File: src/rtl/calculator_pkg.sv
// calculator_pkg
//   Shared types and default widths for the calculator core slice.
//   - op_e    : 2-bit opcode carried on function_in (ADD, SUB, MUL, DIV)
//   - state_e : control FSM states of calculator_core
//   - DEFAULT_DATA_W / DEFAULT_OUT_W : default operand / result widths
package calculator_pkg;

    localparam int unsigned DEFAULT_DATA_W = 8;
    localparam int unsigned DEFAULT_OUT_W  = 2 * DEFAULT_DATA_W;

    typedef enum logic [1:0] {
        OP_ADD = 2'b00,
        OP_SUB = 2'b01,
        OP_MUL = 2'b10,
        OP_DIV = 2'b11
    } op_e;

    typedef enum logic [1:0] {
        IDLE   = 2'b00,
        CALC   = 2'b01,
        FINISH = 2'b10
    } state_e;

endpackage

File: src/rtl/calculator_iter_unit.sv
// calculator_iter_unit
//   Shared one-bit-per-cycle datapath for unsigned shift-add multiply and
//   restoring divide. Both algorithms use the same register set:
//     acc  : product high half (MUL) / partial remainder (DIV)
//     sreg : multiplier being consumed (MUL) / dividend -> quotient (DIV)
//     opnd : multiplicand (MUL) / divisor (DIV)
//   so the result is {acc, sreg} in both modes.
// Ports:
//   clk, rst : clock, asynchronous active-high reset
//   load     : capture a/b/is_div and arm the counter at DATA_W-1
//   step     : perform one iteration
//   is_div   : 1 = divide, 0 = multiply (sampled on load)
//   a, b     : operands (a = multiplicand/dividend, b = multiplier/divisor)
//   last     : counter has reached 0; the current step is the final one
//   result   : {acc, sreg}
module calculator_iter_unit
    import calculator_pkg::*;
#(
    parameter int unsigned DATA_W = DEFAULT_DATA_W,
    parameter int unsigned OUT_W  = DEFAULT_OUT_W
) (
    input  logic              clk,
    input  logic              rst,
    input  logic              load,
    input  logic              step,
    input  logic              is_div,
    input  logic [DATA_W-1:0] a,
    input  logic [DATA_W-1:0] b,
    output logic              last,
    output logic [OUT_W-1:0]  result
);

    localparam int unsigned CNT_W = (DATA_W > 1) ? $clog2(DATA_W) : 1;

    logic [DATA_W-1:0] acc;
    logic [DATA_W-1:0] sreg;
    logic [DATA_W-1:0] opnd;
    logic [CNT_W-1:0]  cnt;
    logic              div_mode;

    logic [DATA_W:0]   mul_sum;
    logic [DATA_W:0]   div_shift;
    logic [DATA_W-1:0] div_diff;
    logic              div_ge;
    logic [DATA_W-1:0] acc_nxt;
    logic [DATA_W-1:0] sreg_nxt;

    always_comb begin
        // MUL: add multiplicand into the high half when the multiplier LSB
        // is set, then shift {carry, acc, sreg} right by one.
        mul_sum   = {1'b0, acc} + (sreg[0] ? {1'b0, opnd} : '0);
        // DIV: shift the next dividend bit into the remainder and try a
        // subtract. A successful subtract always yields a value below the
        // divisor, so the low DATA_W bits of the modular difference suffice.
        div_shift = {acc, sreg[DATA_W-1]};
        div_ge    = (div_shift >= {1'b0, opnd});
        div_diff  = div_shift[DATA_W-1:0] - opnd;

        if (div_mode) begin
            acc_nxt  = div_ge ? div_diff : div_shift[DATA_W-1:0];
            sreg_nxt = {sreg[DATA_W-2:0], div_ge};
        end else begin
            acc_nxt  = mul_sum[DATA_W:1];
            sreg_nxt = {mul_sum[0], sreg[DATA_W-1:1]};
        end
    end

    always_ff @(posedge clk or posedge rst) begin
        if (rst) begin
            acc      <= '0;
            sreg     <= '0;
            opnd     <= '0;
            cnt      <= '0;
            div_mode <= 1'b0;
        end else if (load) begin
            acc      <= '0;
            sreg     <= is_div ? a : b;
            opnd     <= is_div ? b : a;
            cnt      <= CNT_W'(DATA_W - 1);
            div_mode <= is_div;
        end else if (step) begin
            acc  <= acc_nxt;
            sreg <= sreg_nxt;
            if (cnt != '0) begin
                cnt <= cnt - 1'b1;
            end
        end
    end

    assign last   = (cnt == '0);
    assign result = {acc, sreg};

endmodule

File: src/rtl/calculator_core.sv
// calculator_core
//   Responder end of the calculator_io interface. Captures operands and
//   opcode on a start handshake, computes ADD/SUB in one cycle and MUL/DIV
//   iteratively (one bit per cycle), and registers a result with status.
// Ports:
//   clk, rst        : clock, asynchronous active-high reset
//   dat_a_in        : operand A (unsigned)
//   dat_b_in        : operand B (unsigned)
//   function_in     : opcode 00 ADD, 01 SUB, 10 MUL, 11 DIV
//   start_in        : request, accepted only in IDLE
//   busy_out        : operation in flight
//   done_out        : one-cycle pulse when out is updated
//   div_by_zero_out : pulses with done_out for DIV with B == 0
//   out             : registered result, held until the next completion
module calculator_core
    import calculator_pkg::*;
#(
    parameter int unsigned DATA_W = DEFAULT_DATA_W,
    parameter int unsigned OUT_W  = 2 * DATA_W
) (
    input  logic              clk,
    input  logic              rst,
    input  logic [DATA_W-1:0] dat_a_in,
    input  logic [DATA_W-1:0] dat_b_in,
    input  logic [1:0]        function_in,
    input  logic              start_in,
    output logic              busy_out,
    output logic              done_out,
    output logic              div_by_zero_out,
    output logic [OUT_W-1:0]  out
);

    state_e            state;
    op_e               op_reg;
    logic [DATA_W-1:0] a_reg;
    logic [DATA_W-1:0] b_reg;

    logic              accept;
    logic              iter_op;
    logic              iter_last;
    logic [OUT_W-1:0]  iter_result;
    logic [DATA_W:0]   add_sum;
    logic [DATA_W:0]   sub_diff;
    logic [OUT_W-1:0]  result_nxt;
    logic              b_zero;

    assign accept  = start_in && (state == IDLE);
    // function_in[1] set selects the iterative MUL/DIV path.
    assign iter_op = function_in[1];
    assign b_zero  = (b_reg == '0);

    calculator_iter_unit #(
        .DATA_W (DATA_W),
        .OUT_W  (OUT_W)
    ) u_iter (
        .clk    (clk),
        .rst    (rst),
        .load   (accept && iter_op),
        .step   (state == CALC),
        .is_div (function_in[0]),
        .a      (dat_a_in),
        .b      (dat_b_in),
        .last   (iter_last),
        .result (iter_result)
    );

    always_comb begin
        add_sum  = {1'b0, a_reg} + {1'b0, b_reg};
        sub_diff = {1'b0, a_reg} - {1'b0, b_reg};
        case (op_reg)
            OP_ADD:  result_nxt = {{(OUT_W-DATA_W-1){1'b0}}, add_sum};
            OP_SUB:  result_nxt = {{(OUT_W-DATA_W-1){sub_diff[DATA_W]}}, sub_diff};
            OP_MUL:  result_nxt = iter_result;
            OP_DIV:  result_nxt = b_zero ? '1 : iter_result;
            default: result_nxt = '0;
        endcase
    end

    always_ff @(posedge clk or posedge rst) begin
        if (rst) begin
            state           <= IDLE;
            op_reg          <= OP_ADD;
            a_reg           <= '0;
            b_reg           <= '0;
            out             <= '0;
            done_out        <= 1'b0;
            div_by_zero_out <= 1'b0;
        end else begin
            done_out        <= 1'b0;
            div_by_zero_out <= 1'b0;
            case (state)
                IDLE: begin
                    if (accept) begin
                        a_reg  <= dat_a_in;
                        b_reg  <= dat_b_in;
                        op_reg <= op_e'(function_in);
                        state  <= iter_op ? CALC : FINISH;
                    end
                end
                CALC: begin
                    if (iter_last) begin
                        state <= FINISH;
                    end
                end
                FINISH: begin
                    out             <= result_nxt;
                    done_out        <= 1'b1;
                    div_by_zero_out <= (op_reg == OP_DIV) && b_zero;
                    state           <= IDLE;
                end
                default: state <= IDLE;
            endcase
        end
    end

    // Combinational from state so an asynchronous reset clears it at once.
    assign busy_out = (state != IDLE);

endmodule

File: config.mk
export PLATFORM = sky130hd
export DESIGN_NAME = calculator_core
export DESIGN_NICKNAME = d
export VERILOG_FILES = /design/src/rtl/calculator_pkg.sv /design/src/rtl/calculator_iter_unit.sv /design/src/rtl/calculator_core.sv
export SDC_FILE = /design/constraint.sdc
export NUM_CORES = 1
export LEC_CHECK = 0
export BUFFER_PORTS_ARGS = -buffer_cell sky130_fd_sc_hd__buf_2
export CAP_MARGIN = 15
export CORE_ASPECT_RATIO = 1.1
export CORE_UTILIZATION = 60
export DETAILED_ROUTE_END_ITERATION = 12
export PLACE_DENSITY_LB_ADDON = 0.08
export REMOVE_ABC_BUFFERS = 1
export SLEW_MARGIN = 20
export SYNTH_ARGS = -nofsm -noshare
export SYNTH_HDL_FRONTEND = slang
export SYNTH_HIERARCHICAL = 1
export SYNTH_SLANG_ARGS = --single-unit
File: constraint.sdc
create_clock -name clk -period 3.1 [get_ports clk]
set_input_delay 0.775 -clock clk [delete_from_list [all_inputs] [get_ports clk]]
set_output_delay 0.775 -clock clk [all_outputs]
set_load 0.02 [all_outputs]
=== Word level (Yosys, flattened, before mapping) ===
Index checks and enable logic that the tools add are counted.

* Register bits after elaboration: 66
* Memories: 0
* ROM bits: 0
* Input bits: 21
* Memory bits (writable): 0
* Latch bits: 0

* Multiplexer cells: 21
* Shifts and indexed selects: 0
* Bitwise operators: 0
* Add/subtract/negate cells: 5
* $lt $le $gt $ge: 1
* Reductions and logical operators: 14
* Multiply operators: 0
* Equal/unequal tests: 7
* Div/mod/pow operators: 0

{| class="wikitable"
|+ Operator list
! cell !! count
|-
| 2-to-1 mux 8 bit || 10
|-
| case mux 16 bit (4 select lines) || 1
|-
| 2-to-1 mux 16 bit || 1
|-
| adder 8 x 8 -> 9 bit || 1
|-
| adder 8 x 9 -> 9 bit || 1
|-
| >= comparator 9 x 8 -> 1 bit || 1
|-
| 2-to-1 mux 3 bit || 3
|-
| subtractor 8 x 8 -> 9 bit || 1
|-
| logical NOT 8 bit || 1
|-
| subtractor 8 bit || 1
|-
| equality test 2 bit, second input constant || 3
|-
| 2-to-1 mux 2 bit || 3
|-
| AND reduction 2 bit || 3
|-
| nonzero test 2 bit || 3
|-
| equality test 2 x 1 -> 1 bit, second input constant || 2
|-
| logical NOT 2 bit || 2
|-
| inequality test 2 bit, second input constant || 2
|-
| case mux 2 bit (2 select lines) || 1
|-
| logical AND 1 bit || 3
|-
| logical NOT 3 bit || 1
|-
| nonzero test 3 bit || 1
|-
| subtractor 3 x 1 -> 3 bit, second input constant || 1
|-
| 2-to-1 mux 1 bit || 2
|}

=== Depth between registers and ports, before layout ===
Gate-level depths: netlist (run 1).

* Word-level depth: 5
* Depth in mapped cells: 11
* Mapped depth without buffers: 11

=== By module ===
Netlist (run 1), hierarchy kept.

{| class="wikitable"
|+ By module, submodules not included
! module !! area an instance (um^2) !! sequential area each (um^2) !! cells an instance !! instances
|-
| calculator_iter_unit || 2301.0 || 700.7 || 265 || 1
|-
| calculator_core || 2296.0 || 950.9 || 245 || 1
|}

=== Worst setup path after synthesis (run 1) ===
Ideal clock, no wire load.

* Path kind: input to register
* From: input port start_in
* To: register u_iter.opnd[2]
* Arrival time: 2349 ps
* Setup time: 137 ps
* Path slack: 614 ps
* Path buffers: 4
* Stages on the path: 9
* Cell sequence: inv_1 > nor2_2 > buf_2 > nand2_1 > inv_1 > clkbuf_1 > clkbuf_1 > clkbuf_1 > a21oi_1

* Longest elaborated chain between the ends: 2

{| class="wikitable"
|+ Ends and longest elaborated chain
! item !! line !! RTL
|-
| start: declaration || calculator_core.sv:26 || <nowiki>input logic start_in,</nowiki>
|-
| logical AND 1 bit || calculator_core.sv:47 || <nowiki>assign accept = start_in && (state == IDLE);</nowiki>
|-
| logical AND 1 bit || calculator_core.sv:58 || <nowiki>.load (accept && iter_op),</nowiki>
|-
| end signal: assignment || calculator_iter_unit.sv:78 || <nowiki>opnd <= is_div ? b : a;</nowiki>
|-
| end: declaration || calculator_iter_unit.sv:37 || <nowiki>logic [DATA_W-1:0] opnd;</nowiki>
|}

No other way between the ends.
A chain may end at the register's enable or synchronous reset.

=== Final worst setup path (run 1) ===
* From: register u_iter.sreg[0]
* To: register u_iter.acc[7]

* Longest elaborated chain between the ends: 5

{| class="wikitable"
|+ Ends and longest elaborated chain
! item !! line !! RTL
|-
| start: declaration || calculator_iter_unit.sv:36 || <nowiki>logic [DATA_W-1:0] sreg;</nowiki>
|-
| start signal: assignment || calculator_iter_unit.sv:77 || <nowiki>sreg <= is_div ? a : b;</nowiki>
|-
| start signal: assignment || calculator_iter_unit.sv:83 || <nowiki>sreg <= sreg_nxt;</nowiki>
|-
| 2-to-1 mux 8 bit || calculator_iter_unit.sv:51 || <nowiki>mul_sum = {1'b0, acc} + (sreg[0] ? {1'b0, opnd} : '0);</nowiki>
|-
| adder 8 x 9 -> 9 bit || calculator_iter_unit.sv:51 ||
|-
| 2-to-1 mux 8 bit || calculator_iter_unit.sv:59 || <nowiki>if (div_mode) begin</nowiki>
|-
| 2-to-1 mux 8 bit || calculator_iter_unit.sv:81 || <nowiki>end else if (step) begin</nowiki>
|-
| 2-to-1 mux 8 bit || calculator_iter_unit.sv:75 || <nowiki>end else if (load) begin</nowiki>
|-
| end signal: assignment || calculator_iter_unit.sv:82 || <nowiki>acc <= acc_nxt;</nowiki>
|-
| end: declaration || calculator_iter_unit.sv:35 || <nowiki>logic [DATA_W-1:0] acc;</nowiki>
|}

No other way between the ends. The select of a mux whose other input is x is not followed.

==> impl_metrics.json, run 1 <==
{
  "status": "finished clean",
  "hold_class": "flip-flop to flip-flop",
  "clock_path_buffers": 2,
  "fmax_ghz": 0.394,
  "ctsHoldBuffers": 0,
  "drcViolationCount": 0,
  "start_util_pct": 61.9,
  "port_buffers": 39,
  "cts_tree": "yes",
  "core-area_mm2": 0.00743,
  "start_kind": "flip-flop",
  "drtAntennaViolNets": 0,
  "layout_common_cells": "dfrtp_1 (65), nor2_1 (54), a21oi_1 (54)",
  "tns_ps": 0,
  "path_cells": "and2_1 -> ha_1 -> inv_1 -> fa_1 -> nor2b_4 -> o31a_1 -> o21ai_2 -> nand2b_2 -> a2111oi_4 -> nor3_1 -> a32o_1",
  "mostFrequentLayoutCell": "dfrtp_1",
  "drive_above_1_share_pct": 16.6,
  "syn_avg_cell_area_um2": 9.01,
  "synthArstFlopShare_pct": 100,
  "dp.cells": 619,
  "slew_headroom_pct": 51.3,
  "fin_cells": 635,
  "yosys_warnings": 6,
  "hold_viol": 0,
  "chipWidth_um": 85.5,
  "grt_pass1_vias": 3762,
  "cts_sinks": 66,
  "synthTopCellsByArea": "dfrtp_1 (36%), ha_1 (9.5%), a21oi_1 (5.9%)",
  "postCtsSetupRepairBufs": 0,
  "firstDrtPassIters": 5,
  "power.density_mw_per_mm2": 1300,
  "fin_crit_sh_pct": 81.9,
  "dpl_cell_area_mm2": 0.00484,
  "clock_latency_ps": 340,
  "worst-setup-path-type": "flip-flop to flip-flop",
  "syn-instance-count": 510,
  "maxCapViolCount": 0,
  "max-vdd-ir-drop_v": 0.000678,
  "ys_ff_latch": 66,
  "diodes": 0,
  "slowest_delay_ps": 480,
  "whs_path_depth": 1,
  "grt_pass1_wl_um": 18600,
  "reg2reg_from": "u_iter/sreg[0]",
  "htree_levels": 3,
  "rrSetupSlack_ps": 560,
  "nets": 603,
  "crit_required_ps": 3340,
  "netlist_area_mm2": 0.00460,
  "cp_max_fo": 11,
  "cp.arrival_ps": 2780,
  "dieHeight_um": 93.8,
  "tightestPinTransition_ps": 713,
  "antenna_found_initial": 0,
  "place_congestion": 0.893,
  "via_per_inst": 5.82,
  "synth.top_cell.area_share_pct": 35.9,
  "design_area_mm2": 0.00502,
  "dieArea_mm2": 0.00802,
  "grt_usage_pct": 30.3,
  "slowest_stage": "dfrtp_1",
  "cp-startpoint": "u_iter/sreg[0]",
  "hpwl_um": 8190,
  "grt_max_degree": 41,
  "cts_root_buffer": "clkbuf_8",
  "period_needed_ps": 2540,
  "r2r_end": "u_iter/acc[7]",
  "totalPowerFinal_uw": 6500,
  "syn_to_final_growth_pct": 9.17,
  "crit_end": "u_iter/acc[7]",
  "synth_ff_type": "dfrtp_1",
  "grt_overflow": 0,
  "largest_register_ff_count": 16,
  "rows": 33,
  "rsz0062_at_grt": "no",
  "synth_seq_area_share_pct": 35.9,
  "finalSetupViolations": 0,
  "wl_per_cell_um": 17.4,
  "numCtsBuffers": 9,
  "cts_resized": 0,
  "wl_um": 11000,
  "fin_skew_ps": 6.53,
  "p_leak_uw": 0.00241,
  "dr.first_iter.drc_count": 149,
  "drv_slew": 0,
  "r2r_cells": 11,
  "synth_area_leader_cell": "dfrtp_1",
  "ios": 40,
  "ys_types": 66,
  "end_kind": "flip-flop",
  "clkTransAtPathRegs_ps": 80,
  "synth_edf_count": 0,
  "regMostFlops": "out",
  "num_vias": 3698
}
## per-stage QoR
stage / worst slack [ps] / util (%) / hold WS (ps)
after floorplan: 125 / - / 432
after global placement: 640 / 65.1 / 450
after detailed placement: 598 / 65.1 / 464
after CTS: 576 / 67.5 / 475
after global routing: 412 / 67.5 / 499
final: 561 / 67.5 / 478
## cell families after synthesis
family	synth area share, %
buffers and inverters	5.44
multiplexers	8.82
AO/OA/AOI/OAI	19.0
AND/OR/NAND/NOR	16.3
flip-flops	35.9
adder cells (fa/ha/maj)	11.3
XOR/XNOR	3.24
## Yosys cell counts (all sizes together), types with 2 or more instances
cell type,instances
a21oi,54
and3,2
a31oi,2
nand2b,13
fa,4
inv,36
mux2,12
buf,7
a2111oi,2
o22ai,2
a211oi,4
clkbuf,17
or2,4
o31ai,2
a221oi,3
nand3,7
mux2i,27
ha,35
o21a,5
dfrtp,66
a21o,8
o21ai,34
a211o,2
o21bai,3
or3,2
nor2b,8
nor3b,2
and2,9
nor3,8
a32o,2
nand2,34
nor4,2
o31a,2
o211ai,4
xor2,6
nor2,56
xnor2,11
## worst max-delay path: cells and delay by family (launching register included)
kind	cells	cell delay [ps]
compound gates	4	1020
flops	1	480
simple gates	4	430
fa+ha+maj	2	420
buf+inv	1	70
## cell type report
type                    instances  area [um^2]
clock buffers                  13          139
clock inverters                 3         40.0
fillers                       601         2410
inverters                      36          135
multi-input cells             384         2700
flip-flops and latches         66         1650
well taps                      87          109
repair buffers                 46          248
## report_power, final
group	switching, uW	internal, uW
clock	337	371
sequential	471	1280
combinational	2240	1800
total	3050	3450
## worst min-delay path by stage
stage                         from  endpoint  slack [ps]
final                     state[1]  state[1]         480
after floorplan           state[1]  state[1]         430
after global routing      state[1]  state[1]         500
after global placement    state[1]  state[1]         450
after CTS                 state[1]  state[1]         470
after detailed placement  state[1]  state[1]         460
## layer usage
layer / track usage, % / vias up / part of all wire, %
li1: - / 1839 / -
met5: 0 / - / 0
met1: 37.5 / 1784 / 45
met3: 3.34 / 15 / 2.4
met4: 9.86 / 0 / 1.4
met2: 54.7 / 60 / 51
No activity file was read; power rests on OpenSTA's default activity.
==> run 2, diff against run 1 <==
CORE_UTILIZATION = 55   (was 60)
clock period = 2.1 ns   (was 3.1 ns; I/O delays follow)
==> run 2 against run 1 <==
Non-clock buffer count increased by 65. Cell area increased by 16%. First-iteration DRC count increased by 51%. Flip-flop and latch count unchanged. Sequential power increased by 38%. Routed wire length increased by 11%. Maximum frequency increased by 7.5%. Register-to-register slack got worse by 820 ps. Combinational power increased by 96%. The run now ends with negative setup slack left. Clock skew increased by 6.1 ps.
==> impl_metrics.json, run 2 (synthesis gave the netlist of run 1 again) <==
{
  "period_needed_ps": 2360,
  "htree_levels": 3,
  "cts_root_buffer": "clkbuf_8",
  "maxCapViolCount": 0,
  "max-vdd-ir-drop_v": 0.00119,
  "grt_pass1_wl_um": 19200,
  "nets": 668,
  "fillers": 626,
  "wl_um": 12200,
  "mostFrequentLayoutCell": "buf_4",
  "dieHeight_um": 97.9,
  "fin_crit_sh_pct": 113,
  "start_kind": "flip-flop",
  "grt_usage_pct": 29.1,
  "dieArea_mm2": 0.00873,
  "status": "finished with violations",
  "ctsHoldBuffers": 0,
  "cts_sinks": 66,
  "end_kind": "flip-flop",
  "layout_common_cells": "buf_4 (70), dfrtp_1 (64), nor2_1 (53)",
  "cts_tree": "yes",
  "rsz0062_at_grt": "yes",
  "clock_path_buffers": 2,
  "violations": "negative setup slack",
  "fmax_ghz": 0.423,
  "cp.arrival_ps": 2610,
  "cp_max_fo": 4,
  "regMostFlops": "out",
  "drive_above_1_share_pct": 33.0,
  "drtAntennaViolNets": 0,
  "drv_slew": 0,
  "wl_per_cell_um": 16.9,
  "num_vias": 4110,
  "grt_overflow": 0,
  "hold_viol": 0,
  "clock_latency_ps": 360,
  "hpwl_um": 8890,
  "clkTransAtPathRegs_ps": 80,
  "place_congestion": 0.933,
  "port_buffers": 39,
  "dp_slack_ps": -333,
  "hold_class": "input port to asynchronous set/reset pin",
  "drcViolationCount": 0,
  "firstDrtPassIters": 5,
  "totalPowerFinal_uw": 11700,
  "antenna_found_initial": 0,
  "dr.first_iter.drc_count": 225,
  "grt_pass1_vias": 3960,
  "ios": 40,
  "via_per_inst": 5.70,
  "numCtsBuffers": 9,
  "slew_headroom_pct": 66.1,
  "tightestPinTransition_ps": 508,
  "start_util_pct": 57.5,
  "p_leak_uw": 0.00278,
  "worst_slack_ps": -263,
  "syn_to_final_growth_pct": 26.7,
  "diodes": 0,
  "finalSetupViolations": 6,
  "grt_max_degree": 39,
  "chipWidth_um": 89.2,
  "largest_register_ff_count": 16,
  "core-area_mm2": 0.00800,
  "fin_skew_ps": 12.6,
  "rows": 34,
  "power.density_mw_per_mm2": 2010,
  "crit_required_ps": 2340,
  "worst-setup-path-type": "flip-flop to flip-flop"
}
## run 2: changes by cell type in the layout (fill, tap and decap cells not counted), sizes merged
cell,before,now
inv,36,37
clkinv,2,3
bufinv,1,3
buf,46,111
clkbuf,13,9
## run 2: final timing paths
path | startpoint | depth (start not counted) | slack (ps) | to
setup / recovery | u_iter/sreg[0] | 11 | -260 | u_iter/acc[7]
min in group clk | dat_b_in[6] | 3 | 420 | b_reg[6]
hold reg to reg | state[1] | 1 | 470 | state[1]
setup reg to reg | u_iter/sreg[0] | 11 | -260 | u_iter/acc[7]
hold / removal | rst | 3 | 250 | u_iter/opnd[6]
max in group asynchronous | rst | 3 | 1430 | b_reg[1]
## run 2: cell type report
class                           instances  area, um^2  share of cell area [%]
Clock buffer                            9         124                    2.13
Clock inverter                          7         125                    2.15
Inverter                               36         135                    2.32
Multi-Input combinational cell        384        2910                    49.9
Sequential cell                        66        1650                    28.4
Tap cell                              108         135                    2.32
Timing Repair Buffer                  111         743                    12.8
## run 2: metrics by stage
step	util (%)	hold slack (ps)	setup TNS, ps	instance area, um^2	cells
6_report	72.8	252	-1020	5820	721
5_1_grt	72.8	291	-1980	5820	721
4_1_cts	70.4	263	-1140	5630	715
3_5_place_dp	65.7	461	-1160	5260	692
3_3_place_gp	65.7	447	-762	5260	692
2_1_floorplan	-	432	-11760	4480	486
## run 2: report_power, final
part | switching (uW) | internal [uW]
clock | 563 | 799
sequential | 520 | 1890
combinational | 4080 | 3870
## run 2: metal layers
layer  vias to the layer above  GRT usage (%)  wire length (um)
li1                       1980              -                 -
met3                        24           4.23               511
met2                       126           45.9              5890
met5                         -              0                 0
met1                      1980           40.2              5430
met4                         0           11.5               359
## run 2: critical path: stages, from the launching register on
cell and delay, ps:
dfrtp_1 410, and2_1 170, ha_2 180, inv_2 50
fa_2 220, nor2b_4 50, o31a_1 300, o21ai_2 170
nand2b_4 80, a2111oi_4 330, nor3_2 80, a32o_1 230
## run 2: repair_timing
action                                  in CTS  in global routing
gates cloned                                 0                  0
endpoints found under the setup margin      16                 20
endpoints found under the hold margin        0                  0
pin swaps                                   15                 17
setup buffers                                7                  6
resized for setup                           18                 34
==> run 3, diff against run 2 <==
SETUP_SLACK_MARGIN = 0.2   (was not set)
==> run 3 against run 2 <==
The flow still finishes with violations (negative setup slack). Cell area grew 2.5%. Clock-buffer cell count is the same. Critical endpoint unchanged. Total power grew 4.8%. Largest cell class unchanged.
==> impl_metrics.json, run 3 (synthesis gave the netlist of run 1 again) <==
{
  "p_leak_uw": 0.00282,
  "cp-startpoint": "u_iter/sreg[0]",
  "rows": 34,
  "power_frac_seq_pct": 19.8,
  "grt_pass1_wl_um": 19900,
  "maxCapViolCount": 0,
  "drtAntennaViolNets": 0,
  "dieArea_mm2": 0.00873,
  "firstDrtPassIters": 5,
  "status": "finished with violations",
  "whs_ps": 251,
  "dr.first_iter.drc_count": 210,
  "worst-setup-path-type": "flip-flop to flip-flop",
  "start_kind": "flip-flop",
  "final_util_pct": 74.6,
  "nets": 670,
  "grt_use_met1_pct": 40.4,
  "crit_end": "u_iter/acc[7]",
  "clock_latency_ps": 350,
  "path_cells": "and2_1 -> ha_2 -> inv_2 -> fa_2 -> nor2b_4 -> o31a_1 -> o21ai_2 -> nand2b_4 -> a2111oi_4 -> nor3_2 -> a32o_1",
  "hpwl_um": 8890,
  "cp_num_cells": 11,
  "fin_crit_sh_pct": 113,
  "power.density_mw_per_mm2": 2060,
  "seqCellArea_mm2": 0.00165,
  "via_per_inst": 5.76,
  "cp_max_fo": 4,
  "use_met2_pct": 49.4,
  "grt_usage_pct": 30.3,
  "drive_above_1_share_pct": 36.1,
  "fin_cells": 723,
  "rsz0062_at_grt": "yes",
  "core-area_mm2": 0.00800,
  "tightestPinTransition_ps": 516,
  "fmax_ghz": 0.421,
  "ctsHoldBuffers": 0,
  "violations": "negative setup slack",
  "p_int_uw": 6860,
  "rrSetupSlack_ps": -270,
  "multiInputGateArea_mm2": 0.00303,
  "cts_sinks": 66,
  "r2r_cells": 11,
  "max-vdd-ir-drop_v": 0.00114,
  "hold_viol": 0,
  "cts_root_buffer": "clkbuf_8",
  "drv_slew": 0,
  "design_area_mm2": 0.00597,
  "ios": 40,
  "start_util_pct": 57.5,
  "wl_um": 12600,
  "regMostFlops": "out",
  "dp.cells": 692,
  "swShare_pct": 44.2,
  "wl_per_cell_um": 17.4,
  "clock_path_buffers": 2,
  "fillers": 599,
  "syn_to_final_growth_pct": 29.8,
  "place_congestion": 0.933,
  "slowest_delay_ps": 410,
  "numCtsBuffers": 9,
  "cts_tree": "yes",
  "num_vias": 4164,
  "drcViolationCount": 0,
  "htree_levels": 3,
  "largest_register_ff_count": 16,
  "chipWidth_um": 89.2,
  "grt_overflow": 0,
  "grt_pass1_vias": 4052,
  "worst_slack_ps": -273,
  "grt_max_degree": 39,
  "crit_required_ps": 2340,
  "finalSetupViolations": 6,
  "dpl_cell_area_mm2": 0.00526,
  "grt_busiest_layer": "met2",
  "end_kind": "flip-flop",
  "slowest_stage": "dfrtp_1",
  "grt_use_met3_pct": 4.48,
  "totalPowerFinal_uw": 12300,
  "cp.arrival_ps": 2610,
  "layout_common_cells": "buf_4 (71), dfrtp_1 (64), nor2_1 (53)",
  "fin_skew_ps": 11.9,
  "port_buffers": 39,
  "diodes": 0,
  "r2r_end": "u_iter/acc[7]",
  "cp_num_buf_inv": 1,
  "mostFrequentLayoutCell": "buf_4",
  "period_needed_ps": 2370,
  "p_comb_share_pct": 69.2,
  "hold_class": "input port to asynchronous set/reset pin",
  "pwr-share-clk_pct": 11.1,
  "slew_headroom_pct": 65.6,
  "p_sw_uw": 5430,
  "dieHeight_um": 97.9,
  "antenna_found_initial": 0,
  "clkTransAtPathRegs_ps": 80,
  "reg2reg_from": "u_iter/sreg[0]",
  "cp_top_family": "compound AO/OA/AOI/OAI gates"
}
==> run 3: cell count changes in the layout (fill, tap and decap cells not counted), sizes merged <==
cell	change
buf	+2
==> run 3: layout make-up <==
cell class,instances,share of cell area (%)
multi-input cells,384,50.8
flip-flops and latches,66,27.7
repair buffers,113,12.8
inverters,36,2.26
well taps,108,2.26
clock inverters,7,2.10
clock buffers,9,2.08
==> run 3: what timing repair did <==
action | 4_1_cts | 5_1_grt
setup endpoints to repair | 23 | 24
pin swaps | 29 | 18
setup buffers | 13 | 2
resized for setup | 53 | 29
gates cloned | 0 | 0
==> run 3: power groups by stage <==
| stage | logic [uW] | clock network (uW) | registers (uW) |
|---|---|---|---|
| 3_3_place_gp | 6810 | 0 | 2370 |
| 5_1_grt | 9200 | 1420 | 2520 |
| 2_1_floorplan | 4430 | 0 | 2600 |
| 4_1_cts | 7800 | 1380 | 2400 |
| 6_report | 8490 | 1360 | 2430 |
| 3_5_place_dp | 6970 | 0 | 2400 |
==> run 3: through the flow <==
stage	setup TNS (ps)	setup WS [ps]
floorplan	-11760	-820
global placement	-762	-290
detailed placement	-1160	-333
CTS	-1150	-239
global route	-1900	-366
finish	-1060	-273
==> run 3: how the worst min path moves through the flow <==
stage	to	slack (ps)	cells after the start
global placement	state[1]	450	1
floorplan	state[1]	430	1
CTS	u_iter/sreg[5]	260	3
finish	u_iter/opnd[6]	250	3
detailed placement	out[1]	460	1
global route	u_iter/opnd[6]	290	3
==> run 3: layer usage <==
metal  routed length, um  part of all wire, %
met1                5380                   43
met2                6210                   49
met3                 646                  5.1
met4                 329                  2.6
met5                   0                    0
==> run 3: worst min-delay path: stages <==
cell	delay, ps
buf_2	100
inv_1	50
buf_4	340
